### config.mk
export PLATFORM = sky130hd
export DESIGN_NAME = serial_add_sub_ctrl
export DESIGN_NICKNAME = d
export VERILOG_FILES = /design/src/rtl/serial_add_sub_pkg.sv /design/src/rtl/serial_add_sub_ctrl_fadder.sv /design/src/rtl/serial_add_sub_ctrl.sv
export SDC_FILE = /design/constraint.sdc
export NUM_CORES = 1
export LEC_CHECK = 0
export BUFFER_PORTS_ARGS = -buffer_cell sky130_fd_sc_hd__buf_2
export CAP_MARGIN = 20
export CORE_MARGIN = 2
export CORE_UTILIZATION = 56
export CTS_CLUSTER_SIZE = 30
export DETAILED_ROUTE_END_ITERATION = 6
export GPL_TIMING_DRIVEN = 0
export PLACE_DENSITY = 0.88
export RECOVER_POWER = 50
export REMOVE_ABC_BUFFERS = 1
export SLEW_MARGIN = 20
export SYNTH_ARGS = -nofsm -noshare
export SYNTH_HDL_FRONTEND = slang
export SYNTH_SLANG_ARGS = --single-unit
export TNS_END_PERCENT = 30
### constraint.sdc
create_clock -name clk -period 1.7 [get_ports clk]
set_input_delay 0.17 -clock clk [delete_from_list [all_inputs] [get_ports clk]]
set_output_delay 0.17 -clock clk [all_outputs]
set_load 0.02 [all_outputs]
### src/rtl/serial_add_sub_pkg.sv
// Shared definitions for the bit-serial add/subtract controller.
// Holds the FSM encoding and the default operand width.
package serial_add_sub_pkg;

  localparam int WIDTH_DEF = 4;

  typedef enum logic [1:0] {
    IDLE = 2'd0,
    RUN  = 2'd1,
    DONE = 2'd2
  } state_e;

endpackage

### src/rtl/serial_add_sub_ctrl_fadder.sv
// One-bit full adder from two half adders and an OR; purely combinational.
// Zero latency, no flow control.
module hadder (
  input  logic a,
  input  logic b,
  output logic s,
  output logic c
);
  assign s = a ^ b;
  assign c = a & b;
endmodule

module fadder (
  input  logic A,
  input  logic B,
  input  logic Cin,
  output logic S,
  output logic Cout
);
  logic s0;
  logic c0;
  logic c1;

  hadder u_ha0 (.a(A),  .b(B),   .s(s0), .c(c0));
  hadder u_ha1 (.a(s0), .b(Cin), .s(S),  .c(c1));

  assign Cout = c0 | c1;
endmodule

### src/rtl/serial_add_sub_ctrl.sv
// Bit-serial add/subtract, LSB first through one shared full adder; done pulses WIDTH+1 cycles
// after start is accepted. start is only accepted in IDLE and is dropped otherwise (no queuing).
module serial_add_sub_ctrl
  import serial_add_sub_pkg::*;
#(
  parameter int WIDTH = WIDTH_DEF
) (
  input  logic             clk,
  input  logic             rst_n,
  input  logic             start,
  input  logic             op,
  input  logic [WIDTH-1:0] a,
  input  logic [WIDTH-1:0] b,
  output logic             busy,
  output logic             done,
  output logic [WIDTH-1:0] result,
  output logic             cout,
  output logic             ovf
);

  localparam int CNT_W = (WIDTH > 1) ? $clog2(WIDTH) : 1;
  localparam logic [CNT_W-1:0] LAST = CNT_W'(WIDTH - 1);

  state_e           state_q, state_d;
  logic [WIDTH-1:0] a_q, a_d;
  logic [WIDTH-1:0] b_q, b_d;
  logic [WIDTH-1:0] acc_q, acc_d;
  logic             carry_q, carry_d;
  logic [CNT_W-1:0] cnt_q, cnt_d;
  logic [WIDTH-1:0] result_q, result_d;
  logic             cout_q, cout_d;
  logic             ovf_q, ovf_d;
  logic             busy_q, busy_d;
  logic             done_q, done_d;

  logic fa_s;
  logic fa_co;

  fadder u_fadder (
    .A    (a_q[0]),
    .B    (b_q[0]),
    .Cin  (carry_q),
    .S    (fa_s),
    .Cout (fa_co)
  );

  always_comb begin
    state_d  = state_q;
    a_d      = a_q;
    b_d      = b_q;
    acc_d    = acc_q;
    carry_d  = carry_q;
    cnt_d    = cnt_q;
    result_d = result_q;
    cout_d   = cout_q;
    ovf_d    = ovf_q;
    busy_d   = 1'b0;
    done_d   = 1'b0;

    case (state_q)
      IDLE: begin
        if (start) begin
          // Subtract is A + ~B + 1: the +1 enters as the initial carry.
          a_d     = a;
          b_d     = op ? ~b : b;
          carry_d = op;
          cnt_d   = '0;
          acc_d   = '0;
          state_d = RUN;
          busy_d  = 1'b1;
        end
      end
      RUN: begin
        a_d     = a_q >> 1;
        b_d     = b_q >> 1;
        acc_d   = {fa_s, acc_q[WIDTH-1:1]};
        carry_d = fa_co;
        if (cnt_q == LAST) begin
          // carry_q here is the carry into the MSB.
          result_d = {fa_s, acc_q[WIDTH-1:1]};
          cout_d   = fa_co;
          ovf_d    = carry_q ^ fa_co;
          state_d  = DONE;
          done_d   = 1'b1;
        end else begin
          cnt_d  = cnt_q + CNT_W'(1);
          busy_d = 1'b1;
        end
      end
      DONE: begin
        state_d = IDLE;
      end
      default: begin
        state_d = IDLE;
      end
    endcase
  end

  always_ff @(posedge clk) begin
    if (!rst_n) begin
      state_q  <= IDLE;
      a_q      <= '0;
      b_q      <= '0;
      acc_q    <= '0;
      carry_q  <= 1'b0;
      cnt_q    <= '0;
      result_q <= '0;
      cout_q   <= 1'b0;
      ovf_q    <= 1'b0;
      busy_q   <= 1'b0;
      done_q   <= 1'b0;
    end else begin
      state_q  <= state_d;
      a_q      <= a_d;
      b_q      <= b_d;
      acc_q    <= acc_d;
      carry_q  <= carry_d;
      cnt_q    <= cnt_d;
      result_q <= result_d;
      cout_q   <= cout_d;
      ovf_q    <= ovf_d;
      busy_q   <= busy_d;
      done_q   <= done_d;
    end
  end

  assign busy   = busy_q;
  assign done   = done_q;
  assign result = result_q;
  assign cout   = cout_q;
  assign ovf    = ovf_q;

endmodule

* Yosys cells after proc, flatten, opt, wreduce, memory -nomap -nowiden *
Index checks and enable logic that the tools add are counted.
Widths: inputs -> output; s select.

storage, ports and cells
  register bits = 25
  logic and storage cells = 50
  output and inout port bits = 8

operators by class
  bitwise operators = 7
  muxes and demuxes = 19
  add/sub/neg operators = 1
  reduce and logical (&&, ||, !) cells = 7
  equal/unequal tests = 5

operators by type and width
  kind                 number
  $pmux 4 s2           3
  $mux 4               4
  $mux 2               4
  $pmux 2 s2           2
  $reduce_and 2->1     4
  $ne 2x2->1 const B   3
  $mux 1               4
  $not 4->4            1
  $pmux 1 s2           2
  $reduce_and 3->1     1
  $xor 1x1->1          3
  $add 2x1->2 const B  1
  $and 1x1->1          2
  $eq 2x1->1 const B   1
  $eq 2x2->1 const B   1
  $logic_not 2->1      1
  $reduce_bool 2->1    1
  $or 1x1->1           1

* Logic depth before layout (Yosys ltp) *
  word-level depth = 4
  gate-level depth with buffers = 5
  depth with buffers taken out = 4

* By module *
Synthesis repeated with hierarchy kept, for this count alone.

unflattened totals
  cell total of the unflattened synthesis = 111
  area, all modules = 1,044.8 sq um

by module, submodules not included
  module               times used  cells an instance  area each (sq um)
  serial_add_sub_ctrl  1           108                1,013.5
  hadder               2           1                  12.5
  fadder               1           1                  6.3

* Least setup slack after synthesis *
No wires, ideal clock.

  path type = reg-to-reg
  from = register carry_q
  to = register ovf_q (netlist: ovf)
  slack = 0.516 ns
  setup time = 0.132 ns
  arrival = 1.052 ns
  stages on the path, launching flop included = 5
  cells stage by stage = dfxtp_1 -> fa_1 -> xor2_1 -> nor2_1 -> nor3_1

between the ends
  word-level cells in the longest chain between the ends = 3

ends and longest elaborated chain
  element                 line                              source
  from (decl)             serial_add_sub_ctrl.sv:28         logic carry_q, carry_d;
  from (signal assigned)  serial_add_sub_ctrl.sv:117        carry_q <= carry_d;
  $and 1x1->1             serial_add_sub_ctrl_fadder.sv:10  assign c = a & b;
  $or 1x1->1              serial_add_sub_ctrl_fadder.sv:27  assign Cout = c0 | c1;
  named net fa_co         serial_add_sub_ctrl.sv:37         logic fa_co;
  $xor 1x1->1             serial_add_sub_ctrl.sv:82         ovf_d = carry_q ^ fa_co;
  to (signal assigned)    serial_add_sub_ctrl.sv:121        ovf_q <= ovf_d;
  to (decl)               serial_add_sub_ctrl.sv:32         logic ovf_q, ovf_d;

The timed path passes the listed nets, and every way through them passes these cells.
A chain may end at the register's enable or synchronous reset.

* Worst setup path after layout *
  from = register state_q[0]
  to = register acc_q[2]

between the ends
  word-level cells in the longest chain between the ends = 3
  elaborated cells on any way between the ends = 6
  those cells by class = 2 x eq/ne; 1 x mux; 3 x reduce/logical

ends and longest elaborated chain
  element                                                           line                        source
  from (decl)                                                       serial_add_sub_ctrl.sv:24   state_e state_q, state_d;
  from (signal assigned)                                            serial_add_sub_ctrl.sv:113  state_q <= state_d;
  $eq 2x1->1 or $logic_not 2->1 (tied branches)                     serial_add_sub_ctrl.sv:60   case (state_q)
  $reduce_bool 2->1 (no source line) or $ne 2x2->1 (tied branches)  -
  $reduce_and 2->1 (no source line)                                 -
  to (signal assigned)                                              serial_add_sub_ctrl.sv:104  acc_q <= '0;
  to (signal assigned)                                              serial_add_sub_ctrl.sv:116  acc_q <= acc_d;
  to (decl)                                                         serial_add_sub_ctrl.sv:27   logic [WIDTH-1:0] acc_q, acc_d;

Parallel ways exist; a longest one is shown, timed or not.

==> metrics.md <==
| Metric | Value |
|---|---|
| Status | `finished, final reports clean` |
| Largest net degree at the start of global routing | `21` |
| Final Slew Violations | `0` |
| HP Start | `rst_n` |
| Fin crit share | `0.9012` |
| Synth Area in Simple Gates | `0.1699` |
| Critical path's slowest cell | `dfxtp_1` |
| Unique masters post-synth | `31` |
| Die area | `2230 µm²` |
| Post-synthesis adder-cell area fraction | `0.03110` |
| Setup tns final | `0 ns` |
| Min Tclk post-route | `around 1.5 ns` |
| Ranking of synthesized cells by area | `dfxtp_1 (46%), a211oi_1 (5.7%), nor2_1 (5.7%)` |
| Vias/cell | `5.451` |
| PD cells | `between 900 and 1000 nW/µm²` |
| # IOs | `20` |
| Port Buffers | `19` |
| Post-synth EDFFs | `0` |
| Initial cell density of the core | `0.5993` |
| Vias in the first global route | `739` |
| Reg2reg path depth | `3` |
| Critical path peak fanout | `18` |
| Area growth syn-to-layout | `10.17%` |
| Top_reg_cell synth | `dfxtp_1` |
| Die X | `47.22 µm` |
| Cts hold-fix bufs | `0` |
| CTS buffer count | `3` |
| Crit start category | `register` |
| CP Cell Sequence | `o21bai_1 -> a22oi_1 -> nor2_1` |
| Fin nets | `143` |
| Count leader, synth | `dfxtp_1` |
| Clk_lat worst skew | `0.31 ns` |
| Critical Path End | `acc_q[2]` |
| Unrepaired setup endpoints after global routing | `false` |
| Largest family of logic cells by synthesized area | `compound AO/OA/AOI/OAI gates` |
| CP Class | `register to register` |
| Grt total ovfl | `0` |
| Total power | `1.141 mW` |
| CP required | `1.89 ns` |
| Maximum buffer depth of the clock tree | `2` |
| Cell Count, Final, Fillers Out | `153` |
| Crit path DAT | `between 1.5 and 2 ns` |
| First-pass GRT wire length | `2932 µm` |
| Core footprint | `1745 µm²` |
| Lkg Pwr | `0.4407 nW` |
| CTS Sinks | `24` |
| Hpwl dp | `about 1400 µm` |
| Share of the synthesized area in the top cell type | `0.4593` |
| Peak supply drop | `roughly 0.57 mV` |
| Crit path from | `state_q[0]` |
| ANT cells | `0` |
| Post-CTS sizing | `0` |
| Htree depth | `1` |
| Drt initial violations | `14` |
| Fin Clk Skew | `0.002772 ns` |
| Worst r2r dst | `acc_q[2]` |
| Final worst slack | `0.1680 ns` |
| Slew margin rel. | `0.5675` |
| Mux share of post-synthesis cell area | `0.03828` |
| Standard-cell row count | `15` |
| TritonRoute pass-1 iters | `4` |
| Final hold vios | `0` |
| Cell taking the most area after synthesis | `dfxtp_1` |
| Reg clk slew, reported paths | `0.13 ns` |
| DIE HEIGHT | `47.22 µm` |
| Synth warnings | `0` |
| Placed cell count | `149` |
| Routed Antenna Nets | `0` |
| Most frequent cells after synthesis | `dfxtp_1 (24), nor2_1 (16), a21oi_1 (9), a211oi_1 (8)` |
| Gpl congestion | `0.7835` |
| Post-DR wirelength/cell | `12.54 µm` |
| Maximum clock rate | `around 650 MHz` |
| Post-CTS Setup Bufs | `0` |
| Synth Area in Compound Gates | `0.1890` |
| Sequential-to-total area share from yosys stat | `0.4593` |
| R2R Setup Slk | `0.17 ns` |
| All-Layer GR Usage | `0.1913` |
| Initial antenna violation count | `0` |
| XOR/XNOR Fraction of Synth Area | `0.04187` |
| Max cap viols | `0` |
| Worst hold-check path type | `primary input to register` |
| Ys async rst share | `0` |
| Root Driver | `clkbuf_4` |
| CP peak stage delay | `0.76 ns` |
| Setup violations, final | `0` |
| Slew @ Worst Pin | `0.6478 ns` |
| DRC errors left | `0` |
| Synthesized area | `1046 µm²` |
| Worst slack, placed | `approximately 0.23 ns` |
| Vias | `834` |
| Drt total wl | `1919 µm` |
| Layout cells sized above 1 | `0.1328` |
| Avg Cell Area, Syn | `between 9 and 10 µm²` |
| CTS tree | `yes` |
| Syn Inst Count | `around 110` |
| Reg2Reg Launch Point | `state_q[0]` |
| Critical path capture point type | `register` |
| Synth Register Bits | `24` |
==> cell families (layout without fill, tap and decap cells) <==
group                      count (synthesis)  in the layout
DFF                                       24             24
buffers and inverters                     12             26
xor gates and xnor gates                   5              5
AOI/OAI and AO/OA                         31             31
adders and majority gates                  2              2
muxes                                      4              4
and+or+nand+nor                           36             36
==> layout make-up <==
class	count	area, µm²
Clock buffer	3	22.52
Clock inverter	1	30.03
Fill cell	156	593.1
Inverter	3	11.26
Multi-Input combinational cell	78	491.7
Sequential cell	24	480.5
Tap cell	25	31.28
Timing Repair Buffer	19	85.08
==> through the flow <==
| stage | hold slack (ns) | utilization | area (µm²) |
|---|---|---|---|
| after floorplan | 0.3077 | - | 983.4 |
| after global placement | 0.4394 | 0.6358 | 1110 |
| after detailed placement | 0.4461 | 0.6358 | 1110 |
| after CTS | 0.1237 | 0.6660 | 1162 |
| after global routing | 0.1304 | 0.6602 | 1152 |
| final | 0.1233 | 0.6602 | 1152 |
==> sequential cells by signal (all words and copies together), names as in the netlist <==
signal   cells
cout         1
carry_q      1
state_q      2
a_q          4
done         1
acc_q        3
b_q          4
busy         1
ovf          1
cnt_q        2
result       4
==> critical path: cells and delay by family (launching register included) <==
family          cells  cell delay, ns
flops               1            0.76
compound gates      2            0.59
simple gates        1            0.06
==> routing by layer <==
| metal | GRT usage | vias to the layer above | wire length, µm |
|---|---|---|---|
| li1 | - | 428 | - |
| met5 | 0 | - | 0 |
| met4 | 0.1111 | 0 | 14 |
| met1 | 0.2095 | 388 | 831 |
| met2 | 0.3405 | 16 | 1009 |
| met3 | 0.03462 | 2 | 63 |
==> power by group <==
group          switching [mW]  internal (mW)
combinational          0.0631         0.0532
sequential             0.0262          0.589
clock                   0.171          0.238
total                   0.260          0.881
==> placed cells by master, fill, tap and decap left out, types with 2 or more instances in the layout <==
master and instances:
dfxtp_1 24, nor2_1 16, buf_2 11, a21oi_1 9
a211oi_1 8, clkbuf_1 8, nand2_1 6, nand3_1 6
o21ai_0 5, mux2i_1 4, xnor2_1 4, inv_1 3
a22oi_1 3, clkbuf_4 3, a31oi_1 2
==> how the worst min path moves through the flow <==
stage / end / slack [ns] / cells after the start
after floorplan: a_q[1] / 0.31 / 2
after global placement: result[0] / 0.44 / 2
after detailed placement: result[2] / 0.45 / 2
after CTS: a_q[1] / 0.12 / 3
after global routing: b_q[2] / 0.13 / 3
final: a_q[1] / 0.12 / 3
No activity file was read; power rests on OpenSTA's default activity.
